--- config.mk ---
export PLATFORM = sky130hd
export DESIGN_NAME = alu_pipe
export DESIGN_NICKNAME = d
export VERILOG_FILES = /design/src/rtl/alu_pipe.sv
export SDC_FILE = /design/constraint.sdc
export NUM_CORES = 1
export LEC_CHECK = 0
export BUFFER_PORTS_ARGS = -buffer_cell sky130_fd_sc_hd__buf_2
export CAP_MARGIN = 20
export CORE_UTILIZATION = 35
export CTS_BUF_LIST = sky130_fd_sc_hd__clkbuf_16
export DETAILED_ROUTE_END_ITERATION = 10
export GPL_ROUTABILITY_DRIVEN = 0
export GPL_TIMING_DRIVEN = 0
export PLACE_DENSITY_LB_ADDON = 0.1
export SETUP_SLACK_MARGIN = 0.5
export SYNTH_ARGS = -nofsm -noshare
export SYNTH_HDL_FRONTEND = slang
export SYNTH_SLANG_ARGS = --single-unit
--- constraint.sdc ---
create_clock -name clk_i -period 4.8 [get_ports clk_i]
set_input_delay 0.96 -clock clk_i [delete_from_list [all_inputs] [get_ports clk_i]]
set_output_delay 0.96 -clock clk_i [all_outputs]
set_load 0.005 [all_outputs]
--- src/rtl/alu_pipe.sv ---
// -----------------------------------------------------------------------------
// alu_pipe - parametrised, pipelined integer ALU with valid/ready handshakes.
//
// An op is accepted when in_valid_i && in_ready_o. It is evaluated
// combinationally and captured into stage 0. It then moves through STAGES
// register stages and appears on the outputs STAGES cycles after acceptance,
// provided there are no stalls. Back-pressure from out_ready_i ripples backwards
// through a combinational advance chain, so a bubble anywhere in the pipe can
// be filled while the tail is stalled.
//
// Parameters
//   XLEN    operand/result width (16..64, power of two)
//   STAGES  pipeline register depth = no-stall latency (1..4)
//   TAG_W   width of the opaque tag carried with each op
//
// Ports
//   clk_i         clock, rising edge
//   rst_i         synchronous active-high reset (clears stage valid bits)
//   flush_i       drop every in-flight op at the next edge
//   in_valid_i    op presented
//   in_ready_o    op accepted this cycle when in_valid_i is also high
//   op_i          operation code
//   operand_a_i   operand A
//   operand_b_i   operand B
//   tag_i         transaction tag
//   out_valid_o   result available
//   out_ready_i   consumer takes the result this cycle
//   result_o      result (0 when out_valid_o is low)
//   branch_res_o  compare outcome of the branch ops (0 otherwise)
//   tag_o         tag of the op on result_o
//   busy_o        any stage holds a valid op
//
// Configuration
//   ALU_PIPE_ROT_EN  when defined, adds op 16 ROL, 17 ROR and 18 ANDN.
//                    When it is undefined, these codes behave as illegal ops
//                    (result 0) and no rotate logic is built.
//
// Only the stage valid bits are reset. The data registers never are; the
// outputs are forced to zero while the last stage is empty, so reset and flush
// cannot expose stale data.
// -----------------------------------------------------------------------------
module alu_pipe #(
  parameter int XLEN   = 32,
  parameter int STAGES = 2,
  parameter int TAG_W  = 4
) (
  input  logic             clk_i,
  input  logic             rst_i,
  input  logic             flush_i,
  input  logic             in_valid_i,
  output logic             in_ready_o,
  input  logic [4:0]       op_i,
  input  logic [XLEN-1:0]  operand_a_i,
  input  logic [XLEN-1:0]  operand_b_i,
  input  logic [TAG_W-1:0] tag_i,
  output logic             out_valid_o,
  input  logic             out_ready_i,
  output logic [XLEN-1:0]  result_o,
  output logic             branch_res_o,
  output logic [TAG_W-1:0] tag_o,
  output logic             busy_o
);

  localparam int SHW = $clog2(XLEN);

  localparam logic [4:0] OP_ADD  = 5'd0;
  localparam logic [4:0] OP_SUB  = 5'd1;
  localparam logic [4:0] OP_AND  = 5'd2;
  localparam logic [4:0] OP_OR   = 5'd3;
  localparam logic [4:0] OP_XOR  = 5'd4;
  localparam logic [4:0] OP_SLL  = 5'd5;
  localparam logic [4:0] OP_SRL  = 5'd6;
  localparam logic [4:0] OP_SRA  = 5'd7;
  localparam logic [4:0] OP_SLT  = 5'd8;
  localparam logic [4:0] OP_SLTU = 5'd9;
  localparam logic [4:0] OP_EQ   = 5'd10;
  localparam logic [4:0] OP_NE   = 5'd11;
  localparam logic [4:0] OP_LT   = 5'd12;
  localparam logic [4:0] OP_GE   = 5'd13;
  localparam logic [4:0] OP_LTU  = 5'd14;
  localparam logic [4:0] OP_GEU  = 5'd15;
`ifdef ALU_PIPE_ROT_EN
  localparam logic [4:0] OP_ROL  = 5'd16;
  localparam logic [4:0] OP_ROR  = 5'd17;
  localparam logic [4:0] OP_ANDN = 5'd18;
`endif

  // Evaluates one op and returns {branch_res, result}. The signed compares
  // use explicitly signed copies of the operands. The unsigned compares use
  // the raw vectors.
  function automatic logic [XLEN:0] alu_eval(
    input logic [4:0]      op,
    input logic [XLEN-1:0] a,
    input logic [XLEN-1:0] b
  );
    logic signed [XLEN-1:0] a_s;
    logic signed [XLEN-1:0] b_s;
    logic [SHW-1:0]         sh;
    logic [XLEN-1:0]        r;
    logic                   br;
    logic                   lt_s;
    logic                   lt_u;
    logic                   eq;
`ifdef ALU_PIPE_ROT_EN
    logic [2*XLEN-1:0]      dbl;
`endif
    a_s  = a;
    b_s  = b;
    sh   = b[SHW-1:0];
    r    = '0;
    br   = 1'b0;
    lt_s = a_s < b_s;
    lt_u = a < b;
    eq   = a == b;
`ifdef ALU_PIPE_ROT_EN
    dbl  = '0;
`endif
    case (op)
      OP_ADD:  r = a + b;
      OP_SUB:  r = a - b;
      OP_AND:  r = a & b;
      OP_OR:   r = a | b;
      OP_XOR:  r = a ^ b;
      OP_SLL:  r = a << sh;
      OP_SRL:  r = a >> sh;
      OP_SRA:  r = a_s >>> sh;
      OP_SLT:  r = {{(XLEN-1){1'b0}}, lt_s};
      OP_SLTU: r = {{(XLEN-1){1'b0}}, lt_u};
      OP_EQ:   br = eq;
      OP_NE:   br = !eq;
      OP_LT:   br = lt_s;
      OP_GE:   br = !lt_s;
      OP_LTU:  br = lt_u;
      OP_GEU:  br = !lt_u;
`ifdef ALU_PIPE_ROT_EN
      // The rotates shift a doubled copy of A, so the bits that fall off one
      // end come back in at the other. A zero shift amount needs no special case.
      OP_ROL: begin
        dbl = {a, a} << sh;
        r   = dbl[2*XLEN-1:XLEN];
      end
      OP_ROR: begin
        dbl = {a, a} >> sh;
        r   = dbl[XLEN-1:0];
      end
      OP_ANDN: r = a & ~b;
`endif
      default: begin
        r  = '0;
        br = 1'b0;
      end
    endcase
    return {br, r};
  endfunction

  logic [STAGES-1:0] vld_p;
  logic [STAGES-1:0] adv;
  logic              gap;
  logic              accept;
  logic [XLEN:0]     alu_out;

  logic [XLEN-1:0]   res_p [STAGES];
  logic [STAGES-1:0] brc_p;
  logic [TAG_W-1:0]  tag_p [STAGES];

  // A stage advances when it or any later stage is empty, or when the
  // consumer takes the tail. The loop builds that chain from the tail
  // towards the head through a scalar accumulator, so no vector depends on
  // itself combinationally.
  always_comb begin
    adv = '0;
    gap = out_ready_i;
    for (int k = STAGES - 1; k >= 0; k--) begin
      gap    = gap || !vld_p[k];
      adv[k] = gap;
    end
  end

  // Ready stays high during a flush. Anything offered then is dropped by the
  // clearing of the valid bits.
  assign in_ready_o = adv[0] || flush_i;
  assign accept     = in_valid_i && in_ready_o && !flush_i;
  assign alu_out    = alu_eval(op_i, operand_a_i, operand_b_i);

  // Control: stage valid bits. Flush has priority over any handshake in the
  // same cycle.
  always_ff @(posedge clk_i) begin
    if (rst_i || flush_i) begin
      vld_p <= '0;
    end else begin
      if (adv[0]) begin
        vld_p[0] <= accept;
      end
      for (int k = 1; k < STAGES; k++) begin
        if (adv[k]) begin
          vld_p[k] <= vld_p[k-1];
        end
      end
    end
  end

  // ---- stage boundary: combinational ALU -> stage 0 register ----
  always_ff @(posedge clk_i) begin
    if (adv[0]) begin
      res_p[0] <= alu_out[XLEN-1:0];
      brc_p[0] <= alu_out[XLEN];
      tag_p[0] <= tag_i;
    end
  end

  // ---- stage boundaries: stage k-1 -> stage k registers ----
  always_ff @(posedge clk_i) begin
    for (int k = 1; k < STAGES; k++) begin
      if (adv[k]) begin
        res_p[k] <= res_p[k-1];
        brc_p[k] <= brc_p[k-1];
        tag_p[k] <= tag_p[k-1];
      end
    end
  end

  // ---- output boundary: last stage drives the ports, zeroed when empty ----
  assign out_valid_o  = vld_p[STAGES-1];
  assign result_o     = vld_p[STAGES-1] ? res_p[STAGES-1] : '0;
  assign branch_res_o = vld_p[STAGES-1] ? brc_p[STAGES-1] : 1'b0;
  assign tag_o        = vld_p[STAGES-1] ? tag_p[STAGES-1] : '0;
  assign busy_o       = |vld_p;

endmodule

==> impl_metrics.json <==
{
  "synth_edf_count": 74,
  "r2r_cells": 2,
  "whs_ps": 411.6,
  "final_cells": 1913,
  "drv_cap": 0,
  "synth_top_cell_by_area": "edfxtp_1",
  "seq_area_frac_synth_pct": 20.26,
  "antenna_found_initial": 1,
  "start_util_pct": 35.47,
  "dpl.cell_count": 1888,
  "tightest_slew_ps": 973.5,
  "skew_ps": 4.272,
  "fp-row-count": 65,
  "syn2layout_area_growth_pct": 15.14,
  "avgSynthCellArea_sq_um": 8.160,
  "drt_first_pass_iters": 6,
  "path_class": "primary input to flip-flop",
  "synth_cell_type_count": 77,
  "r2r_setup_slack_ps": 3170,
  "wl_per_cell_um": 26.34,
  "hold_violations": 0,
  "clk_latency_ps": 330,
  "io_buffer_count": 117,
  "core_sq_um": 31470,
  "first_iter_violations": 1618,
  "cts_buffer_depth": 2,
  "grt-ovfl-total": 0,
  "setup_tns_ps": 0,
  "drtAntennaViolNets": 0,
  "rsz0062_at_grt": "true",
  "ctsHtreeMaxLevel": 3,
  "holdPathStages": 0,
  "outcome": "finished clean",
  "critPathRequiredTime_ps": 4840,
  "arrival_ps": 4300,
  "ys_async_sr_fraction_pct": 0,
  "whs_endpoint": "res_p[0][33]",
  "ys_seq_elements": 76,
  "drive_above_1_share_pct": 17.75,
  "period_minus_slack_ps": 4257,
  "vias_per_cell": 6.382,
  "p_leak_nw": 5.385,
  "fin_nets": 1683,
  "critPathMaxFanout": 11,
  "grt_start_max_net_pins": 39,
  "relSlewSlack_pct": 35.10,
  "die_y_um": 180.6,
  "design_area_sq_um": 12850,
  "cts_hold_buf": 0,
  "peakVddDrop_v": 0.0001521,
  "hold_path_class": "flip-flop to flip-flop",
  "wirelength_mm": 50.39,
  "hpwl_mm": 40.33,
  "grt_usage_pct": 30.42,
  "cts_tree": "yes",
  "io_pins": 118,
  "clock_sinks": 76,
  "ys.warnings.count": 0,
  "max_freq_mhz": 234.9,
  "p_per_area_nw_per_um2": 202.7,
  "hp-start": "res_p[0][1]",
  "netlist_area_sq_um": 11160,
  "reg2reg_to": "res_p[0][28]",
  "nFillCells": 3301,
  "drc": 0,
  "root_buffer": "clkbuf_16",
  "grt_pass1_vias": 11030,
  "synth.area.top_cells": "edfxtp_1 20%, mux4_2 13%, ha_1 11%",
  "synth_ff_type": "edfxtp_1",
  "finalCritPeriodShare_pct": 88.69,
  "cts_made_buffers": 9,
  "synth_nets": 1546,
  "grt_first_pass_wirelength_mm": 73.80,
  "synth_top_area_share_pct": 19.91,
  "setup_viol": 0,
  "clk_pin_slew_worst_paths_ps": 60,
  "synthCells": 1368,
  "end_kind": "flip-flop",
  "startpoint_type": "primary input",
  "die-area_sq_um": 32610,
  "placed_area_sq_um": 12280,
  "fp.dieW_um": 180.6,
  "slew_violations": 0,
  "regToRegStartpoint": "vld_p[1]",
  "vias": 12210
}
-- cell usage after synthesis (11+ instances only) --
cell type / instances
o21ai_0: 105
nor2_1: 169
a221oi_1: 12
o31ai_1: 14
mux2i_1: 34
nand4_1: 12
nor2b_1: 16
edfxtp_1: 74
nor4_1: 12
inv_1: 91
a21oi_1: 122
nand2_1: 84
a211oi_1: 27
clkbuf_1: 74
mux4_2: 63
nand3_1: 28
xnor2_1: 23
o211ai_1: 16
buf_1: 11
ha_1: 98
and2_1: 40
nand2b_1: 14
nor3_1: 37
a21o_1: 18
-- worst max-delay path by stage --
stage | startpoint | endpoint | cells past startpoint | slack (ps)
final | operand_b_i[2] | res_p[0][29] | 14 | 540
after global routing | operand_b_i[2] | res_p[0][29] | 14 | 450
after CTS | operand_b_i[3] | res_p[0][19] | 14 | 500
after detailed placement | operand_b_i[1] | res_p[0][30] | 15 | -800
after global placement | operand_b_i[1] | res_p[0][30] | 15 | -850
after floorplan | operand_b_i[1] | res_p[0][30] | 14 | 630
-- state kept, by name (all words and copies together) (netlist names) --
signal / cells
tag_p: 8
brc_p: 2
vld_p: 2
res_p: 64
-- layout by cell type, fill, tap and decap left out, types with 10 or more instances in the layout --
master,n
nor2_1,168
buf_2,126
a21oi_1,121
o21ai_0,100
ha_1,95
inv_1,91
nand2_1,82
edfxtp_1,74
clkbuf_1,69
mux4_2,63
and2_1,40
nor3_1,36
mux2i_1,34
nand3_1,28
a211oi_1,24
xnor2_1,22
a21o_1,18
nor2b_1,16
o211ai_1,16
nand2b_1,14
o31ai_1,12
nand4_1,12
a221oi_1,12
nor4_1,11
a31oi_1,10
-- metrics by stage --
stage	total power, mW	setup slack [ps]	utilization [%]
floorplan	1.508	628.6	-
global placement	1.907	-845.9	38.93
detailed placement	1.903	-803.0	39.03
CTS	2.552	503.0	40.29
global route	2.722	452.0	40.83
finish	2.605	542.8	40.84
-- final cells by class --
type	instances	area, sq um	share of cell area, %
Antenna cell	1	2.502	0.01947
Timing Repair Buffer	126	670.6	5.218
Sequential cell	76	2262	17.60
Buffer	96	426.7	3.319
Clock buffer	9	225.2	1.752
Inverter	94	362.8	2.823
Multi-Input combinational cell	1102	8342	64.90
Tap cell	402	503.0	3.913
Clock inverter	7	58.81	0.4575
-- critical path, stage by stage --
cell        delay, ps
buf_2             210
clkinvlp_4        220
buf_2             250
clkbuf_4          240
ha_2              440
inv_1             140
nor3b_4           310
o211ai_1          230
a211oi_2          320
o21ai_0           190
a31oi_1           320
o21ai_0           170
xnor2_1           180
o211ai_1          110
-- logic make-up after synthesis --
logic type               share of synthesized area (%)
adder cells (fa/ha/maj)                          11.34
multiplexers                                     16.16
AO/OA/AOI/OAI                                    24.75
buffers and inverters                            6.568
XOR/XNOR                                         2.118
AND/OR/NAND/NOR                                  18.80
flip-flops                                       20.26
-- per-layer routing --
metal	GRT usage [%]	wire length, um	vias up
li1	-	-	5359
met1	42.57	20920	5813
met2	45.41	21150	879
met3	5.133	5564	157
met4	14.39	2752	0
met5	0	0	-
-- timing repair --
action                     4_1_cts  5_1_grt
setup buffers                    3        3
resized for setup               27       36
pin swaps                        2        7
setup endpoints to repair       29       21
hold endpoints to repair         0        0
-- where the power goes --
| group | internal [mW] | total, mW | switching (mW) |
|---|---|---|---|
| logic | 0.413 | 1.18 | 0.763 |
| registers | 0.790 | 0.803 | 0.0130 |
| clock network | 0.394 | 0.626 | 0.232 |
Note: power is estimated with default switching activity, not from simulation.
